==> src/rtl/aes_block_deserializer_pkg.sv <==
// Shared image-path constants: block/pixel geometry, counter width and the
// deserializer state encoding.
package aes_block_deserializer_pkg;

    localparam int BLK_W         = 128;
    localparam int PIX_W         = 8;
    localparam int BYTES_PER_BLK = 16;
    localparam int IDX_W         = 4;
    localparam int CNT_W         = 24;

    localparam logic [0:0] ST_EMPTY = 1'b0;
    localparam logic [0:0] ST_DRAIN = 1'b1;

endpackage

==> src/rtl/aes_block_deserializer_byte_select.sv <==
// Picks one byte out of a 128-bit plaintext block; MSB_FIRST chooses whether
// index 0 maps to bits [127:120] or bits [7:0].
module aes_byte_select
    import aes_block_deserializer_pkg::*;
#(
    parameter int MSB_FIRST = 1
)
(
    input  logic [BLK_W-1:0] blk,
    input  logic [IDX_W-1:0] idx,
    output logic [PIX_W-1:0] pix
);

    logic [IDX_W-1:0] pos;

    assign pos = (MSB_FIRST != 0) ? (IDX_W'(BYTES_PER_BLK - 1) - idx) : idx;
    assign pix = blk[{pos, 3'b000} +: PIX_W];

endmodule

==> src/rtl/aes_block_deserializer.sv <==
// Turns 128-bit decrypted blocks into a one-byte-per-cycle pixel stream with
// frame tracking, last-pixel flag and padding discard.
module aes_block_deserializer
    import aes_block_deserializer_pkg::*;
#(
    parameter int IMG_PIXELS = 65536,
    parameter int MSB_FIRST  = 1
)
(
    input  logic               clk,
    input  logic               rst,
    input  logic [BLK_W-1:0]   blk_data,
    input  logic               blk_valid,
    output logic               blk_ready,
    output logic [PIX_W-1:0]   pix_data,
    output logic               pix_valid,
    input  logic               pix_ready,
    output logic               pix_last,
    output logic               frame_done,
    output logic [CNT_W-1:0]   pix_count
);

    localparam logic [CNT_W-1:0] LAST_CNT = CNT_W'(IMG_PIXELS - 1);

    logic [0:0]       state;
    logic [IDX_W-1:0] byte_idx;
    logic [BLK_W-1:0] hold;
    logic             armed;
    logic             pix_hs;
    logic             blk_hs;
    logic             blk_end;

    // Handshakes: a transfer happens on a rising edge where valid && ready.
    // blk_ready is a function of state and pix_ready only, never blk_valid.
    assign pix_valid = (state == ST_DRAIN);
    assign pix_last  = pix_valid && (pix_count == LAST_CNT);
    assign pix_hs    = pix_valid && pix_ready;
    assign blk_end   = pix_hs && ((byte_idx == IDX_W'(BYTES_PER_BLK - 1)) || pix_last);
    assign blk_ready = armed && ((state == ST_EMPTY) || blk_end);
    assign blk_hs    = blk_valid && blk_ready;

    aes_byte_select #(.MSB_FIRST(MSB_FIRST)) u_byte_select (
        .blk (hold),
        .idx (byte_idx),
        .pix (pix_data)
    );

    always_ff @(posedge clk or posedge rst) begin
        if (rst) begin
            state      <= ST_EMPTY;
            byte_idx   <= '0;
            hold       <= '0;
            pix_count  <= '0;
            frame_done <= 1'b0;
            armed      <= 1'b0;
        end else begin
            armed      <= 1'b1;
            frame_done <= pix_hs && pix_last;
            if (pix_hs) begin
                pix_count <= pix_last ? '0 : pix_count + CNT_W'(1);
            end
            // A block can only be taken when the current one is empty or about
            // to be exhausted, so loading always restarts at byte 0.
            if (blk_hs) begin
                hold     <= blk_data;
                byte_idx <= '0;
                state    <= ST_DRAIN;
            end else if (blk_end) begin
                byte_idx <= '0;
                state    <= ST_EMPTY;
            end else if (pix_hs) begin
                byte_idx <= byte_idx + IDX_W'(1);
            end
        end
    end

endmodule

==> config.mk <==
export PLATFORM = sky130hd
export DESIGN_NAME = aes_block_deserializer
export DESIGN_NICKNAME = d
export VERILOG_FILES = /design/src/rtl/aes_block_deserializer_pkg.sv /design/src/rtl/aes_block_deserializer_byte_select.sv /design/src/rtl/aes_block_deserializer.sv
export SDC_FILE = /design/constraint.sdc
export NUM_CORES = 1
export LEC_CHECK = 0
export ABC_AREA = 1
export BUFFER_PORTS_ARGS = -buffer_cell sky130_fd_sc_hd__buf_2
export CORE_UTILIZATION = 45
export DETAILED_ROUTE_END_ITERATION = 16
export PLACE_DENSITY = 0.73
export SYNTH_ARGS = -nofsm -noshare
export SYNTH_HDL_FRONTEND = slang
export SYNTH_HIERARCHICAL = 1
export SYNTH_SLANG_ARGS = --single-unit
==> constraint.sdc <==
create_clock -name clk -period 11.8 [get_ports clk]
set_input_delay 2.36 -clock clk [delete_from_list [all_inputs] [get_ports clk]]
set_output_delay 2.36 -clock clk [all_outputs]
set_load 0.01 [all_outputs]
==> flow_summary.json <==
{
  "outcome": "complete, no violations",
  "synth-adder-area-share": 0.00288,
  "area_delta_synth_final_pct": 14.9,
  "cp-start-kind": "input port",
  "grt_first_pass_wirelength_um": 36800,
  "relSlewSlack": 0.215,
  "clk_pin_slew_ns": 0.06,
  "post_cts_buffers": 0,
  "drv_cap": 0,
  "viasPerCell": 5.08,
  "avgSynthCellArea_um2": 7.43,
  "layout-drive-gt1-share": 0.171,
  "yosysTopAreaCellShare": 0.458,
  "synth_area_um2": 8690,
  "min_period_ns": 5.75,
  "grt_overflow": 0,
  "ios": 168,
  "ctsResizeCount": 0,
  "worstPathArrival_ns": 3.39,
  "dieArea_um2": 19900,
  "setup_tns_ns": 0,
  "r2r-end": "hold[95]$_DFFE_PP0N_",
  "p_leak_nw": 5.51,
  "synth_xor_xnor_area_share": 0.0192,
  "hold_viol_final": 0,
  "crit_start": "pix_ready",
  "final_antenna_net_count": 0,
  "cts-root-buf": "clkbuf_16",
  "clock_sinks": 159,
  "rr_startpoint": "byte_idx[0]$_DFFE_PP0P_",
  "vias": 7903,
  "hpwl_um": 15600,
  "layout.nets": 1416,
  "antenna_found_initial": 0,
  "diodes": 0,
  "die_x_um": 141,
  "p_per_area_nw_per_um2": 244,
  "critPathKind": "in -> out",
  "yosysSeqAreaShare": 0.458,
  "wire_per_inst_um": 14.9,
  "synthMuxAreaShare": 0,
  "postSynthCellCount": 1169,
  "dieHeight_um": 141,
  "ys_top_cells_by_area": "dfrtp_1 (46%), nand2_1 (20%), nand4_1 (9.6%)",
  "drv_slew": 0,
  "yosys_warnings": 6,
  "num_rows": 50,
  "drt-pass1-iter-count": 5,
  "finalSetupViolCount": 0,
  "reg2reg_depth": 10,
  "synth-main-ff-cell": "dfrtp_1",
  "cts_buffers": 17,
  "min_path_cells": 2,
  "max_freq_mhz": 174,
  "vdd_drop_max_v": 0.000118,
  "rsz0062_at_grt": "no",
  "final_core_util": 0.530,
  "regToRegSetupSlack_ns": 8.08,
  "wirelength_um": 23200,
  "clock_skew_ns": 0.0131,
  "ys_seq_elements": 159,
  "hold_buffers": 0,
  "syn_nets": 1303,
  "yosys.area.top_type": "dfrtp_1",
  "drtIter0Drc": 714,
  "placement.io_buffers": 167,
  "initial_utilization": 0.461,
  "cp_max_fo": 10,
  "route.detailed.drc": 0,
  "grt_start_max_net_pins": 102,
  "coreArea_um2": 18800,
  "h-tree-depth": 4,
  "yosys.area_share.simple": 0.394,
  "min_path_type": "reg -> reg",
  "cts_tree": "yes",
  "setup.worst_path.end": "blk_ready",
  "power_mw": 2.44,
  "synth_edf_count": 0,
  "worst_ep_required_time_ns": 9.44,
  "place_congestion": 0.877,
  "end_kind": "primary output",
  "post-route-period-util": 0.487,
  "clock_latency_ns": 0.43,
  "synth_cell_types": 28,
  "grt_pass1_vias": 7101,
  "async_reset_ff_frac": 1.00,
  "nFillCells": 1857,
  "cts_buffer_depth": 2,
  "synth_top_family_by_area": "simple AND/OR/NAND/NOR gates",
  "synth-compound-area-share": 0.00922,
  "worst_pin_slew_ns": 1.18,
  "track_usage": 0.239
}
[final cells by class]
class	count	area, µm²	share of cell area
multi-input combinational	799	3700	0.371
inverter	131	499	0.0500
clock inverter	10	110	0.0110
tap	260	325	0.0326
clock buffer	22	474	0.0475
sequential	159	3980	0.399
timing repair buffer	174	891	0.0892
[worst max-delay path, stage by stage]
cell,delay (ns)
buf_2,0.12
nand2_4,0.10
inv_4,0.14
nand3_4,0.11
nor2_4,0.11
nand2_2,0.09
a21boi_0,0.19
buf_2,0.16
[power by group]
| group | leakage [nW] | internal, mW | switching, mW |
|---|---|---|---|
| registers | 2.06 | 0.782 | 0.153 |
| logic | 3.16 | 0.324 | 0.630 |
| clock network | 0.290 | 0.328 | 0.222 |
[flip-flops by register name, indices dropped and copies added, names as in the netlist]
register and count:
hold 128, armed 1, pix_count 24, pix_valid 1
frame_done 1, byte_idx 4
[kinds of logic (layout without fill, tap and decap cells)]
logic type / Yosys count / after routing
simple gates: 762 / 762
compound gates: 15 / 15
flops: 159 / 159
buf+inv: 211 / 337
fa+ha+maj: 2 / 2
other cells: 1 / 1
xor+xnor: 19 / 19
[Yosys cell counts (all sizes together), types with 9 or more instances]
cell type  count
nand2        469
dfrtp        159
buf           50
o21ai         10
inv          131
nor2          35
nor3           9
nand3        114
nand4        133
clkbuf        30
xor2          17
[cells in the final DEF, fill, tap and decap left out, types with 3 or more instances in the layout]
cell	instances
nor2_1	30
inv_2	3
xor2_1	17
inv_1	126
o21ai_0	10
nand2_1	465
clkbuf_16	17
nand4_1	133
buf_4	8
nor2_4	3
clkinv_2	5
buf_2	166
dfrtp_1	157
nor3_1	9
nand3_1	112
clkbuf_8	3
[metal layers]
metal	part of all wire	track usage
met5	0	0
met4	0.016	0.0755
met3	0.049	0.0353
met2	0.48	0.387
met1	0.46	0.331
[worst min path at each step]
stage / startpoint / endpoint / slack, ns
after floorplan: hold[0]$_DFFE_PP0N_ / hold[0]$_DFFE_PP0N_ / 0.44
after global placement: hold[11]$_DFFE_PP0N_ / hold[11]$_DFFE_PP0N_ / 0.45
after detailed placement: hold[82]$_DFFE_PP0N_ / hold[82]$_DFFE_PP0N_ / 0.46
after CTS: hold[11]$_DFFE_PP0N_ / hold[11]$_DFFE_PP0N_ / 0.47
after global routing: hold[11]$_DFFE_PP0N_ / hold[11]$_DFFE_PP0N_ / 0.49
final: hold[70]$_DFFE_PP0N_ / hold[70]$_DFFE_PP0N_ / 0.47
[stage by stage]
stage	hold slack (ns)	cells	area, µm²	setup WS (ns)
CTS	0.473	1555	9990	6.05
detailed placement	0.458	1523	9400	6.05
global route	0.486	1555	9990	5.93
global placement	0.452	1523	9400	6.08
floorplan	0.442	1169	8690	5.15
finish	0.470	1555	9990	6.05
Note: power is estimated with default switching activity, not from simulation.
